## config.mk

```make
export PLATFORM = sky130hd
export DESIGN_NAME = div_ctrl_flat
export DESIGN_NICKNAME = d
export VERILOG_FILES = /design/src/rtl/div_ctrl_if.sv /design/src/rtl/div_ctrl.sv /design/src/flat_wrapper.sv
export SDC_FILE = /design/constraint.sdc
export NUM_CORES = 1
export LEC_CHECK = 0
export ABC_AREA = 0
export BUFFER_PORTS_ARGS = -buffer_cell sky130_fd_sc_hd__buf_2
export CAP_MARGIN = 20
export CORE_MARGIN = 3
export CORE_UTILIZATION = 35
export DETAILED_ROUTE_END_ITERATION = 8
export GPL_ROUTABILITY_DRIVEN = 1
export PLACE_DENSITY = 0.55
export SLEW_MARGIN = 30
export SYNTH_ARGS = -nofsm -noshare
export SYNTH_HDL_FRONTEND = slang
export SYNTH_SLANG_ARGS = --single-unit
```

## constraint.sdc

```tcl
create_clock -name i_clk -period 7.45 [get_ports i_clk]
set_input_delay 0.745 -clock i_clk [delete_from_list [all_inputs] [get_ports i_clk]]
set_output_delay 0.745 -clock i_clk [all_outputs]
set_load 0.02 [all_outputs]
```

## src/rtl/div_ctrl_if.sv

```systemverilog
// Request/response and divider-core signal bundle for div_ctrl.
// The master side is the execute-stage M-unit plus the iterative core;
// the slave side is div_ctrl itself.
interface div_ctrl_if #(
  parameter int WIDTH = 32
);

  // Request from the M-unit decode
  logic             i_valid;
  logic [1:0]       i_op;
  logic [WIDTH-1:0] i_rs1;
  logic [WIDTH-1:0] i_rs2;
  logic             i_flush;

  // Writeback towards the pipeline
  logic             o_busy;
  logic             o_done;
  logic [WIDTH-1:0] o_result;

  // Unsigned iterative divider core
  logic             o_div_start;
  logic [WIDTH-1:0] o_div_a;
  logic [WIDTH-1:0] o_div_b;
  logic [WIDTH-1:0] i_div_res;
  logic [WIDTH-1:0] i_div_rem;
  logic             i_div_ok;

  modport master (
    output i_valid, i_op, i_rs1, i_rs2, i_flush,
    output i_div_res, i_div_rem, i_div_ok,
    input  o_busy, o_done, o_result,
    input  o_div_start, o_div_a, o_div_b
  );

  modport slave (
    input  i_valid, i_op, i_rs1, i_rs2, i_flush,
    input  i_div_res, i_div_rem, i_div_ok,
    output o_busy, o_done, o_result,
    output o_div_start, o_div_a, o_div_b
  );

endinterface

```

## src/rtl/div_ctrl.sv

```systemverilog
// Sequencing and sign-handling front end for the unsigned iterative divider.
// Resolves divide-by-zero and signed overflow locally, otherwise hands the
// core operand magnitudes, waits for it, and sign-corrects the answer into a
// single registered writeback value announced by a one-cycle done pulse.
module div_ctrl #(
  parameter int WIDTH = 32
) (
  input  logic        i_clk,
  input  logic        i_rst,
  div_ctrl_if.slave   bus
);

  localparam logic [WIDTH-1:0] SIGNED_MIN = {1'b1, {(WIDTH-1){1'b0}}};
  localparam logic [WIDTH-1:0] ALL_ONES   = {WIDTH{1'b1}};

  typedef enum logic [2:0] {
    IDLE,
    SPECIAL,
    LOAD,
    WAIT_BUSY,
    WAIT_DONE,
    DONE
  } state_e;

  state_e           state_q, state_d;
  logic             isRem_q, isRem_d;
  logic             negRes_q, negRes_d;
  logic             divZero_q, divZero_d;
  logic             ovf_q, ovf_d;
  logic             waitCnt_q, waitCnt_d;
  logic [WIDTH-1:0] rs1_q, rs1_d;
  logic [WIDTH-1:0] divA_q, divA_d;
  logic [WIDTH-1:0] divB_q, divB_d;
  logic [WIDTH-1:0] result_q, result_d;
  logic             divStart;

  logic             reqSigned;
  logic             reqNegA;
  logic             reqNegB;
  logic             reqIsRem;
  logic             reqNegRes;
  logic             reqDivZero;
  logic             reqOvf;
  logic [WIDTH-1:0] reqMagA;
  logic [WIDTH-1:0] reqMagB;

  logic [WIDTH-1:0] coreVal;
  logic [WIDTH-1:0] coreResult;
  logic [WIDTH-1:0] specialResult;

  // Decode the incoming request: signedness, operand magnitudes, the sign the
  // final answer must carry, and whether a RISC-V special case applies.
  // The most negative value maps onto itself, which is its correct unsigned
  // magnitude.
  always_comb begin
    reqSigned  = ~bus.i_op[0];
    reqIsRem   = bus.i_op[1];
    reqNegA    = reqSigned & bus.i_rs1[WIDTH-1];
    reqNegB    = reqSigned & bus.i_rs2[WIDTH-1];
    reqMagA    = reqNegA ? (~bus.i_rs1 + 1'b1) : bus.i_rs1;
    reqMagB    = reqNegB ? (~bus.i_rs2 + 1'b1) : bus.i_rs2;
    reqNegRes  = reqIsRem ? reqNegA : (reqNegA ^ reqNegB);
    reqDivZero = (bus.i_rs2 == '0);
    reqOvf     = reqSigned & (bus.i_rs1 == SIGNED_MIN) & (bus.i_rs2 == ALL_ONES);
  end

  // Form both candidate answers from captured state: the sign-corrected core
  // output and the locally resolved special-case value.
  always_comb begin
    coreVal    = isRem_q ? bus.i_div_rem : bus.i_div_res;
    coreResult = negRes_q ? (~coreVal + 1'b1) : coreVal;
    if (divZero_q) begin
      specialResult = isRem_q ? rs1_q : ALL_ONES;
    end else begin
      specialResult = isRem_q ? '0 : SIGNED_MIN;
    end
  end

  // Next-state and datapath update; a flush overrides all sequencing and
  // drops back to IDLE without touching the held result.
  always_comb begin
    state_d   = state_q;
    isRem_d   = isRem_q;
    negRes_d  = negRes_q;
    divZero_d = divZero_q;
    ovf_d     = ovf_q;
    waitCnt_d = waitCnt_q;
    rs1_d     = rs1_q;
    divA_d    = divA_q;
    divB_d    = divB_q;
    result_d  = result_q;
    divStart  = 1'b0;

    if (bus.i_flush) begin
      state_d = IDLE;
    end else begin
      case (state_q)
        IDLE: begin
          if (bus.i_valid) begin
            isRem_d   = reqIsRem;
            negRes_d  = reqNegRes;
            divZero_d = reqDivZero;
            ovf_d     = reqOvf;
            rs1_d     = bus.i_rs1;
            if (reqDivZero || reqOvf) begin
              state_d = SPECIAL;
            end else begin
              divA_d  = reqMagA;
              divB_d  = reqMagB;
              state_d = LOAD;
            end
          end
        end

        SPECIAL: begin
          result_d = specialResult;
          state_d  = DONE;
        end

        LOAD: begin
          // A core abandoned by an earlier flush may still be iterating;
          // only launch once it reports idle.
          if (bus.i_div_ok) begin
            divStart  = 1'b1;
            waitCnt_d = 1'b0;
            state_d   = WAIT_BUSY;
          end
        end

        WAIT_BUSY: begin
          // A core that finishes instantly never drops i_div_ok, so give up
          // waiting for the busy indication after two cycles.
          if (!bus.i_div_ok || waitCnt_q) begin
            state_d = WAIT_DONE;
          end else begin
            waitCnt_d = 1'b1;
          end
        end

        WAIT_DONE: begin
          if (bus.i_div_ok) begin
            result_d = coreResult;
            state_d  = DONE;
          end
        end

        DONE: begin
          state_d = IDLE;
        end

        default: begin
          state_d = IDLE;
        end
      endcase
    end
  end

  // State and datapath registers with synchronous active-low reset.
  always_ff @(posedge i_clk) begin
    if (!i_rst) begin
      state_q   <= IDLE;
      isRem_q   <= 1'b0;
      negRes_q  <= 1'b0;
      divZero_q <= 1'b0;
      ovf_q     <= 1'b0;
      waitCnt_q <= 1'b0;
      rs1_q     <= '0;
      divA_q    <= '0;
      divB_q    <= '0;
      result_q  <= '0;
    end else begin
      state_q   <= state_d;
      isRem_q   <= isRem_d;
      negRes_q  <= negRes_d;
      divZero_q <= divZero_d;
      ovf_q     <= ovf_d;
      waitCnt_q <= waitCnt_d;
      rs1_q     <= rs1_d;
      divA_q    <= divA_d;
      divB_q    <= divB_d;
      result_q  <= result_d;
    end
  end

  assign bus.o_busy      = (state_q != IDLE);
  assign bus.o_done      = (state_q == DONE);
  assign bus.o_result    = result_q;
  assign bus.o_div_start = divStart;
  assign bus.o_div_a     = divA_q;
  assign bus.o_div_b     = divB_q;

endmodule

```

## src/flat_wrapper.sv

```systemverilog
// flat-port wrapper written by rule: the top's interface ports become plain ports
module div_ctrl_flat 
#(
  parameter int WIDTH = 32
)
  (i_clk, i_rst, bus_i_valid, bus_i_op, bus_i_rs1, bus_i_rs2, bus_i_flush, bus_i_div_res, bus_i_div_rem, bus_i_div_ok, bus_o_busy, bus_o_done, bus_o_result, bus_o_div_start, bus_o_div_a, bus_o_div_b);
  div_ctrl_if #(.WIDTH(WIDTH)) bus_i ();
  input  logic i_clk;
  input  logic i_rst;
  input wire logic [$bits(bus_i.i_valid)-1:0] bus_i_valid;
  input wire logic [$bits(bus_i.i_op)-1:0] bus_i_op;
  input wire logic [$bits(bus_i.i_rs1)-1:0] bus_i_rs1;
  input wire logic [$bits(bus_i.i_rs2)-1:0] bus_i_rs2;
  input wire logic [$bits(bus_i.i_flush)-1:0] bus_i_flush;
  input wire logic [$bits(bus_i.i_div_res)-1:0] bus_i_div_res;
  input wire logic [$bits(bus_i.i_div_rem)-1:0] bus_i_div_rem;
  input wire logic [$bits(bus_i.i_div_ok)-1:0] bus_i_div_ok;
  output wire logic [$bits(bus_i.o_busy)-1:0] bus_o_busy;
  output wire logic [$bits(bus_i.o_done)-1:0] bus_o_done;
  output wire logic [$bits(bus_i.o_result)-1:0] bus_o_result;
  output wire logic [$bits(bus_i.o_div_start)-1:0] bus_o_div_start;
  output wire logic [$bits(bus_i.o_div_a)-1:0] bus_o_div_a;
  output wire logic [$bits(bus_i.o_div_b)-1:0] bus_o_div_b;
  assign bus_i.i_valid = bus_i_valid;
  assign bus_i.i_op = bus_i_op;
  assign bus_i.i_rs1 = bus_i_rs1;
  assign bus_i.i_rs2 = bus_i_rs2;
  assign bus_i.i_flush = bus_i_flush;
  assign bus_i.i_div_res = bus_i_div_res;
  assign bus_i.i_div_rem = bus_i_div_rem;
  assign bus_i.i_div_ok = bus_i_div_ok;
  assign bus_o_busy = bus_i.o_busy;
  assign bus_o_done = bus_i.o_done;
  assign bus_o_result = bus_i.o_result;
  assign bus_o_div_start = bus_i.o_div_start;
  assign bus_o_div_a = bus_i.o_div_a;
  assign bus_o_div_b = bus_i.o_div_b;
  div_ctrl #(.WIDTH(WIDTH)) u_core (.i_clk(i_clk), .i_rst(i_rst), .bus(bus_i));
endmodule
```

==> results of run 1 <==
==> state kept, by name, summed over array words and instances, names as in the netlist <==
signal and count:
u_core.negRes_q 1, u_core.divZero_q 1, u_core.rs1_q 32, u_core.state_q 3
u_core.bus.o_div_a 32, u_core.bus.o_div_b 32, u_core.waitCnt_q 1, u_core.bus.o_result 32
u_core.isRem_q 1
==> metal layers <==
layer / up-vias / track usage (%)
met2: 265 / 31.3
met1: 4056 / 30.8
met4: 4 / 4.00
li1: 4308 / -
met3: 20 / 4.95
met5: - / 0
==> cells in the mapped netlist, drive strengths merged (22+ instances only) <==
| cell type | n | area share [%] |
|---|---|---|
| o21ai | 80 | 4.6 |
| xnor2 | 24 | 2.4 |
| nor4 | 22 | 1.9 |
| nor2 | 64 | 2.8 |
| mux2i | 33 | 3.8 |
| a211oi | 64 | 8.9 |
| dfxtp | 135 | 31 |
| nand2 | 103 | 4.5 |
| clkbuf | 58 | 2.5 |
| xor2 | 50 | 5.0 |
| a21oi | 143 | 10 |
| nor3 | 42 | 2.4 |
==> path summary, 6_finish.rpt <==
check | slack, ps | from | depth (start not counted) | to
worst max-delay path | 3960 | u_core.isRem_q | 9 | u_core.bus.o_result[26]
worst min-delay path | 450 | u_core.rs1_q[9] | 2 | u_core.rs1_q[9]
worst max register to register | 3960 | u_core.isRem_q | 9 | u_core.bus.o_result[26]
worst min register to register | 450 | u_core.rs1_q[9] | 2 | u_core.rs1_q[9]
==> power breakdown <==
group	switching (mW)	leakage [nW]	internal, mW
combinational	0.240	2.48	0.138
sequential	0.0249	1.10	0.759
clock	0.325	0.312	0.611
==> kinds of logic after synthesis <==
family / synth area share (%)
compound gates: 31.9
mux: 4.72
flops: 31.2
buf+inv: 4.78
fa+ha+maj: 0.577
simple gates: 19.3
xor+xnor: 7.47
==> final cells by class <==
type                            instances  area, um^2  share of cell area [%]
Clock buffer                           20         457                    4.28
Inverter                               14        55.1                   0.516
Clock inverter                         12         196                    1.84
Tap cell                              319         399                    3.74
Sequential cell                       135        2700                    25.3
Antenna cell                            1        2.50                  0.0235
Timing Repair Buffer                  246        1280                    12.0
Multi-Input combinational cell        831        5580                    52.3
==> worst max-delay path, delay by kind of cell, from the launching register on <==
kind / cells / cell delay [ps]
adder cells (fa/ha/maj): 1 / 350
AND/OR/NAND/NOR: 2 / 470
flip-flops: 1 / 310
buffers and inverters: 1 / 650
AO/OA/AOI/OAI: 4 / 1130
multiplexers: 1 / 400
==> stage by stage <==
stage	util [%]	hold WS (ps)	worst slack [ps]	total power [mW]
floorplan	-	431	4080	1.03
global placement	41.8	442	3900	1.17
detailed placement	41.9	445	3850	1.18
CTS	44.6	453	3950	2.12
global route	44.7	473	3620	2.19
finish	44.7	450	3960	2.10
==> impl_results.md, run 1 <==
* Area post-placement at 0.0100 mm^2
* WL met3 at 1.98 mm
* Number of routed nets with antenna violations at 0
* Number of remaining DRC errors at 0
* Total number of placement rows at 56
* Peak supply drop at 0.149 mV
* Global-route wire length before repair at 44.9 mm
* Width of the die at 163 um
* Maximum number of pins on one net before global-route repair at 81
* Count of H-tree levels built during CTS at 4
* Worst slew margin relative to its limit at 35.5%
* Final worst path period need at 3490 ps
* Number of slew-limit violations in the final report at 0
* Remaining global-route overflow at 0
* Initial Utilization at 36.3%
* Number of enable flip-flop cells after synthesis at 0
* Area delta synth->final at 23.0%
* Highest-count cells in the layout ignoring fill and taps: buf_2, dfxtp_1, nand2_1, a21oi_1, o21ai_0
* Number of input and output port buffers inserted at 233
* Mean cell area of the mapped netlist at 8.20 um^2
* Ratio of routed vias to standard cells at 5.48
* Global Route Usage Sum at 20.9%
* Number of antenna violations at the first check in global routing at 3
* Element type at the critical path start: flop
* Status: finished, final reports clean
* Highest routed layer: met5
* Type of the setup path with the least slack: reg2reg
* Critical Path Fanout Max at 75
* Most common cell after layout, fill and taps aside: buf_2
* Fraction of registers with async set/reset at 0%
* Final critical-path share of the clock period at 46.9%
* Post-synth net total at 1197
* Clk slew on worst S/H paths at 60 ps
* Met1 wire length at 14.1 mm
* Gate count after technology mapping at 1058
* Final Non-Filler Cells at 1578
* CTS resizes at 0
* DR iter-0 viols at 629
* Post-route cell area at 0.0107 mm^2
* Number of flip-flops and latches in the synthesized netlist at 135
* Std-Cell Core Area at 0.0239 mm^2
* Number of CTS-inserted buffers at 17
* Ys flop type: dfxtp_1
* Crit path cell chain: buf_4, mux2i_1, ha_1, nor4b_1, nand4b_1, a2111oi_0, a21oi_1, a31oi_1, a31oi_1
* Final number of setup-violating endpoints at 0
* Count of fill cells added during filler insertion at 2456
* Setup fix buffers added after clock tree synthesis at 0
* Number of maximum-capacitance constraint violations at 0
* Vias post-DR at 8653
* Number of top-level pins at 234
* Actual slew at the worst max-slew pin at 967 ps
* Die outline area at 0.0267 mm^2
* Area of the mapped netlist at 0.00867 mm^2
* Total Routed Length at 28.9 mm
* Highest clock rate at 286 MHz
* Required time at the worst-slack endpoint at 7740 ps
* Final Net Count at 1384
* Avg WL per Cell at 18.3 um
* Final weighted congestion of routability-driven global placement at 0.843
* P per Cell Area at 197 mW/mm^2
* Clock Sink Count at 135
* Post-placement cell count at 1545
* Critical-path cell with the highest stage delay: a2111oi_0
* Warnings, synthesis at 0
* Leakage Power at 3.89 nW
* Sequential cell area fraction in the yosys report at 31.2%
* Vert. Die Dim at 163 um
* CTS tree: built
* Setup skew after layout at 7.02 ps
* Drt first pass iters at 5
* Largest buffer count on any clock path at 2
* Unrepaired setup endpoints after global routing: no
* HPWL after detailed placement at 21.1 mm
* Total Neg Setup Slack at 0 ps
* Clock root buffer: clkbuf_16
* Critical Path Max Stage Delay at 660 ps
* Vias in the first global route at 8024
* Hold-fix buffer count after cts at 0
* CP arrival at 3780 ps
* Dominant cell type by count on the critical path: a31oi_1
* Clock latency on the worst-skew pair at 420 ps
* Share of final-layout standard cells stronger than drive strength 1 at 31.9%
* Routed wl met2 at 12.5 mm
* Crit end category: flop
* Class of the tightest hold or removal check: reg2reg
* Count of different cell masters after synthesis at 64
* Number of hold violations in the final report at 0
Note: power is estimated with default switching activity, not from simulation.
==> inputs of run 2 (changes only) <==
Settings changed: PLACE_DENSITY 0.55 to 0.57.
Clock period 7.45 ns to 3.1 ns, I/O delays scaled along.
==> run 2 against run 1 <==
Net effect: count of clock-buffer cells in the layout unchanged; final cell count is 1.6% higher; critical path depth shrank 2; design area grew 1.3%; maximum frequency increased by 27%; utilization is 0.56 points higher; clock power is 110% higher; die area did not move; setup slack got worse by 3600 ps; power increased by 130%; via count is 1.9% higher; sequential cell count did not move; critical path type unchanged.
==> impl_results.md, run 2 (synthesized netlist as in run 1, its figures left out) <==
* Depth of the worst register-to-register path at 7 (-2)
* Final Non-Filler Cells at 1603 (+1.6%)
* Hold slack at 162 ps (-287 ps)
* Drt first pass iters at 5 (unchanged)
* Clock Sink Count at 135 (unchanged)
* Number of routed nets with antenna violations at 0 (unchanged)
* Number of top-level pins at 234 (unchanged)
* Final number of setup-violating endpoints at 0 (unchanged)
* Width of the die at 163 um (unchanged)
* Clk slew on worst S/H paths at 60 ps (about the same)
* Clock root buffer: clkbuf_16
* Vias post-DR at 8815 (+1.9%)
* Number of slew-limit violations in the final report at 0 (unchanged)
* Die outline area at 0.0267 mm^2 (unchanged)
* Most common cell after layout, fill and taps aside: buf_2
* Met1 wire length at 13.3 mm (-6.2%)
* Status: finished, final reports clean
* CTS resizes at 0 (unchanged)
* Final weighted congestion of routability-driven global placement at 0.857 (+1.6%)
* Unrepaired setup endpoints after global routing: no
* Std-Cell Core Area at 0.0239 mm^2 (unchanged)
* Global Route Usage Sum at 21.6% (+0.68 points)
* Highest clock rate at 365 MHz (+27%)
* Setup slack after placement at 272 ps (-3580 ps)
* Highest routed layer: met5
* Count of fill cells added during filler insertion at 2437 (-0.77%)
* Number of antenna violations at the first check in global routing at 7 (+4)
* Largest buffer count on any clock path at 2 (unchanged)
* Maximum number of pins on one net before global-route repair at 107 (+32%)
* Leakage Power at 3.99 nW (+2.4%)
* P per Cell Area at 440 mW/mm^2 (+120%)
* Peak supply drop at 0.299 mV (+100%)
* Post-route cell area at 0.0108 mm^2 (+1.3%)
* Number of remaining DRC errors at 0 (unchanged)
* Total number of placement rows at 56 (unchanged)
* Final critical-path share of the clock period at 88.5% (+42 points)
* Critical Path Fanout Max at 13 (-83%)
* Vias in the first global route at 8359 (+4.2%)
* Remaining global-route overflow at 0 (unchanged)
* Vert. Die Dim at 163 um (unchanged)
* Area delta synth->final at 24.6%
* Worst slew margin relative to its limit at 49.3% (+14 points)
* Final Net Count at 1409 (+1.8%)
* Actual slew at the worst max-slew pin at 761 ps (-206 ps)
* DR iter-0 viols at 569 (-9.5%)
* Initial Utilization at 36.3% (unchanged)
* Element type at the critical path start: flop
* Setup skew after layout at 9.68 ps (+2.66 ps)
* Type of the setup path with the least slack: reg2reg
* Global-route wire length before repair at 46.2 mm (+2.8%)
* Class of the tightest hold or removal check: in2reg
* Core utilization of the finished layout at 45.2% (+0.56 points)
* Highest-count cells in the layout ignoring fill and taps: buf_2, dfxtp_1, nand2_1, a21oi_1, o21ai_0
* Crit end category: flop
* CTS tree: built
* Number of hold violations in the final report at 0 (unchanged)
* Total Neg Setup Slack at 0 ps (unchanged)
* Number of cells on the worst hold path at 3 (+1)
* HPWL after detailed placement at 21.7 mm (+2.9%)
* Sequential standard cell area at 0.00270 mm^2 (unchanged)
* Routed wl met2 at 13.4 mm (+7.4%)
* Post-placement cell count at 1570 (+1.6%)
* Ratio of routed vias to standard cells at 5.50 (+0.28%)
* Total power after layout at 4.75 mW (+130%)
* Hold-fix buffer count after cts at 0 (unchanged)
* Number of maximum-capacitance constraint violations at 0 (unchanged)
* Final worst path period need at 2740 ps (-752 ps)
* WL met3 at 2.31 mm (+16%)
* Total Routed Length at 29.5 mm (+2.1%)
* Worst setup margin at 358 ps (-3600 ps)
* Avg WL per Cell at 18.4 um (+0.53%)
* Clock latency on the worst-skew pair at 430 ps (about the same)
* Area taken by multi-input logic gates at 0.00558 mm^2 (+0.11%)
* Number of input and output port buffers inserted at 233 (unchanged)
* Number of CTS-inserted buffers at 17 (unchanged)
* Count of H-tree levels built during CTS at 4 (unchanged)
* Required time at the worst-slack endpoint at 3450 ps (-4290 ps)
* CP arrival at 3090 ps (-690 ps)
* Setup fix buffers added after clock tree synthesis at 0 (unchanged)
* Area post-placement at 0.0102 mm^2 (+2.3%)
* Share of final-layout standard cells stronger than drive strength 1 at 33.3% (+1.4 points)
[run 2: area by class of cell]
| class | instances | share of cell area, % |
|---|---|---|
| antenna | 1 | 0.0232 |
| sequential | 135 | 25.0 |
| tap | 319 | 3.69 |
| timing repair buffer | 271 | 13.9 |
| inverter | 14 | 0.510 |
| clock inverter | 12 | 0.950 |
| clock buffer | 20 | 4.23 |
| multi-input combinational | 831 | 51.7 |
[run 2: where the power goes]
| group | leakage (nW) | internal [mW] | switching, mW |
|---|---|---|---|
| registers | 1.10 | 1.82 | 0.0609 |
| logic | 2.61 | 0.346 | 0.580 |
| clock network | 0.268 | 1.14 | 0.801 |
[run 2: worst paths after layout]
path	to	slack (ps)	startpoint
worst min register to register	u_core.rs1_q[11]	450	u_core.rs1_q[11]
worst max register to register	u_core.bus.o_result[21]	360	u_core.isRem_q
worst max-delay path	u_core.bus.o_result[21]	360	u_core.isRem_q
worst min-delay path	u_core.rs1_q[16]	160	bus_i_rs1[16]
[run 2: per-layer routing]
metal | up-vias | GRT usage (%)
met5 | - | 0
met4 | 12 | 6.31
met3 | 47 | 6.16
met2 | 304 | 33.6
met1 | 4094 | 29.3
li1 | 4358 | -
[run 2: worst max-delay path, stage by stage (launching register included)]
cell     delay (ps)
dfxtp_2         540
buf_4           280
mux2i_1         390
o21ai_0         290
nor3_1          370
nor3b_1         250
mux2_2          360
a31oi_1         160
==> inputs of run 3 (changes only) <==
Settings changed: BUFFER_PORTS_ARGS -buffer_cell sky130_fd_sc_hd__buf_2 to default, DONT_BUFFER_PORTS from default to 1, PLACE_DENSITY 0.57 to 0.49.
==> run 3 against run 2 <==
Net effect: setup slack lost 86 ps; die area is the same; design area shrank 9.6%; clock power grew 16%; maximum frequency shrank 3.0%; final cell count shrank 14%; critical path type unchanged; sequential cell count is the same.
==> impl_results.md, run 3 (synthesized netlist as in run 1, its figures left out) <==
* Number of remaining DRC errors at 0 (unchanged)
* Number of top-level pins at 234 (unchanged)
* Std-Cell Core Area at 0.0239 mm^2 (unchanged)
* Total Routed Length at 29.7 mm (+0.50%)
* Critical Path Fanout Max at 16 (+3)
* Worst slew margin relative to its limit at 39.9% (-9.4 points)
* Clock root buffer: clkbuf_16
* Maximum number of pins on one net before global-route repair at 63 (-41%)
* Final number of setup-violating endpoints at 0 (unchanged)
* Unrepaired setup endpoints after global routing: no
* Number of input and output port buffers inserted at 0 (-100%)
* HPWL after detailed placement at 21.7 mm (+0.18%)
* Highest-count cells in the layout ignoring fill and taps: dfxtp_1, nand2_1, a21oi_1
* Total number of placement rows at 56 (unchanged)
* CTS resizes at 0 (unchanged)
* Actual slew at the worst max-slew pin at 902 ps (+141 ps)
* Clock latency on the worst-skew pair at 420 ps (about the same)
* P per Cell Area at 496 mW/mm^2 (+13%)
* Vias in the first global route at 7546 (-9.7%)
* Instance count on the critical path at 8 (+1)
* Highest routed layer: met4
* Critical Path Max Stage Delay at 610 ps (+70 ps)
* Drt first pass iters at 5 (unchanged)
* Routed wl met2 at 12.8 mm (-5.0%)
* Most common cell after layout, fill and taps aside: dfxtp_1
* Ratio of routed vias to standard cells at 5.75 (+4.6%)
* Final worst path period need at 2830 ps (+85.6 ps)
* Final critical-path share of the clock period at 91.2% (+2.8 points)
* Largest buffer count on any clock path at 2 (unchanged)
* Die outline area at 0.0267 mm^2 (unchanged)
* R2r setup slk at 270 ps (-90 ps)
* Peak supply drop at 0.326 mV (+9.2%)
* Final Net Count at 1178 (-16%)
* Number of slew-limit violations in the final report at 0 (unchanged)
* Leakage Power at 3.00 nW (-25%)
* Met1 wire length at 14.2 mm (+6.9%)
* Global Route Usage Sum at 21.6% (-0.045 points)
* Dominant cell type by count on the critical path: nand4b_1
* Class of the tightest hold or removal check: in2reg
* Type of the setup path with the least slack: reg2reg
* Total buffers and inverters traversed by the critical path at 0 (-1)
* CP arrival at 3200 ps (+110 ps)
* Remaining global-route overflow at 0 (unchanged)
* Number of routed nets with antenna violations at 0 (unchanged)
* Vert. Die Dim at 163 um (unchanged)
* Highest clock rate at 354 MHz (-3.0%)
* Final weighted congestion of routability-driven global placement at 0.809 (-5.6%)
* Area post-placement at 0.00912 mm^2 (-11%)
* Initial Utilization at 36.3% (unchanged)
* Launching point of the worst reg2reg path: u_core.isRem_q
* Setup fix buffers added after clock tree synthesis at 0 (unchanged)
* Post-route cell area at 0.00977 mm^2 (-9.6%)
* Total Neg Setup Slack at 0 ps (unchanged)
* Cell family with most CP delay: simple AND/OR/NAND/NOR gates
* Count of fill cells added during filler insertion at 2474 (+1.5%)
* Number of antenna violations at the first check in global routing at 0 (-7)
* Total power after layout at 4.85 mW (+2.0%)
* Count of H-tree levels built during CTS at 4 (unchanged)
* Area delta synth->final at 12.6%
* Avg WL per Cell at 21.6 um (+18%)
* Number of hold violations in the final report at 0 (unchanged)
* Crit path cell chain: mux2i_1, ha_1, nor4b_1, nand4b_1, a21oi_1, nand4b_1, mux2_2, nand2_1
* Number of CTS-inserted buffers at 17 (unchanged)
* Critical-path cell with the highest stage delay: dfxtp_2
* Share of final-layout standard cells stronger than drive strength 1 at 18.7% (-15 points)
* Setup skew after layout at 8.77 ps (-0.903 ps)
* Clk slew on worst S/H paths at 70 ps (about the same)
* Hold Path End: u_core.rs1_q[3]
* Antenna diode instance count at 0 (-1)
* Required time at the worst-slack endpoint at 3470 ps (+20 ps)
* WL met3 at 2.56 mm (+11%)
* Hold-fix buffer count after cts at 0 (unchanged)
* Crit end category: flop
* Clock Sink Count at 135 (unchanged)
* DR iter-0 viols at 713 (+25%)
* Global-route wire length before repair at 45.5 mm (-1.6%)
* Depth of the worst register-to-register path at 8 (+1)
* Number of cells on the worst hold path at 2 (-1)
* Width of the die at 163 um (unchanged)
* Startpoint of the worst hold path: bus_i_rs1[3]
* Reg-to-Reg End: u_core.bus.o_result[28]
* CTS tree: built
* Status: finished, final reports clean
* Vias post-DR at 7885 (-11%)
* Element type at the critical path start: flop
* Number of maximum-capacitance constraint violations at 0 (unchanged)
==> run 3: metrics by stage <==
stage	hold slack [ps]	setup slack [ps]	cells	util, %
finish	17.9	272	1371	40.9
global route	8.99	141	1371	40.9
CTS	0.690	298	1371	40.9
detailed placement	443	318	1339	38.2
global placement	439	314	1338	38.1
floorplan	431	13.6	1058	-
==> run 3: worst max-delay path by stage <==
stage              startpoint                       to  slack, ps
2_1_floorplan  u_core.isRem_q  u_core.bus.o_result[26]         10
4_1_cts        u_core.isRem_q  u_core.bus.o_result[28]        300
5_1_grt        u_core.isRem_q  u_core.bus.o_result[28]        140
3_5_place_dp   u_core.isRem_q  u_core.bus.o_result[28]        320
3_3_place_gp   u_core.isRem_q  u_core.bus.o_result[28]        310
6_report       u_core.isRem_q  u_core.bus.o_result[28]        270
==> run 3: final cells by class <==
cell class	count	area, um^2	area share (%)
repair buffers	40	383	3.92
well taps	319	399	4.09
clock inverters	15	216	2.22
clock buffers	17	425	4.36
flip-flops and latches	135	2700	27.7
inverters	14	55.1	0.564
multi-input cells	831	5580	57.2
==> run 3: power by group <==
group	internal (mW)	switching (mW)
Combinational	0.252	0.365
Sequential	1.82	0.159
Clock	1.37	0.876
==> run 3: worst reg2reg max path: stages (launching register included) <==
cell and delay, ps:
dfxtp_2 610, mux2i_1 380, ha_1 340, nor4b_1 260
nand4b_1 200, a21oi_1 440, nand4b_1 190, mux2_2 300
nand2_1 50
==> run 3: routing by layer <==
metal / GRT usage (%) / vias to the layer above
met4: 3.88 / 0
met2: 31.8 / 226
met3: 7.13 / 10
met1: 31.0 / 3755
met5: 0 / -
li1: - / 3894
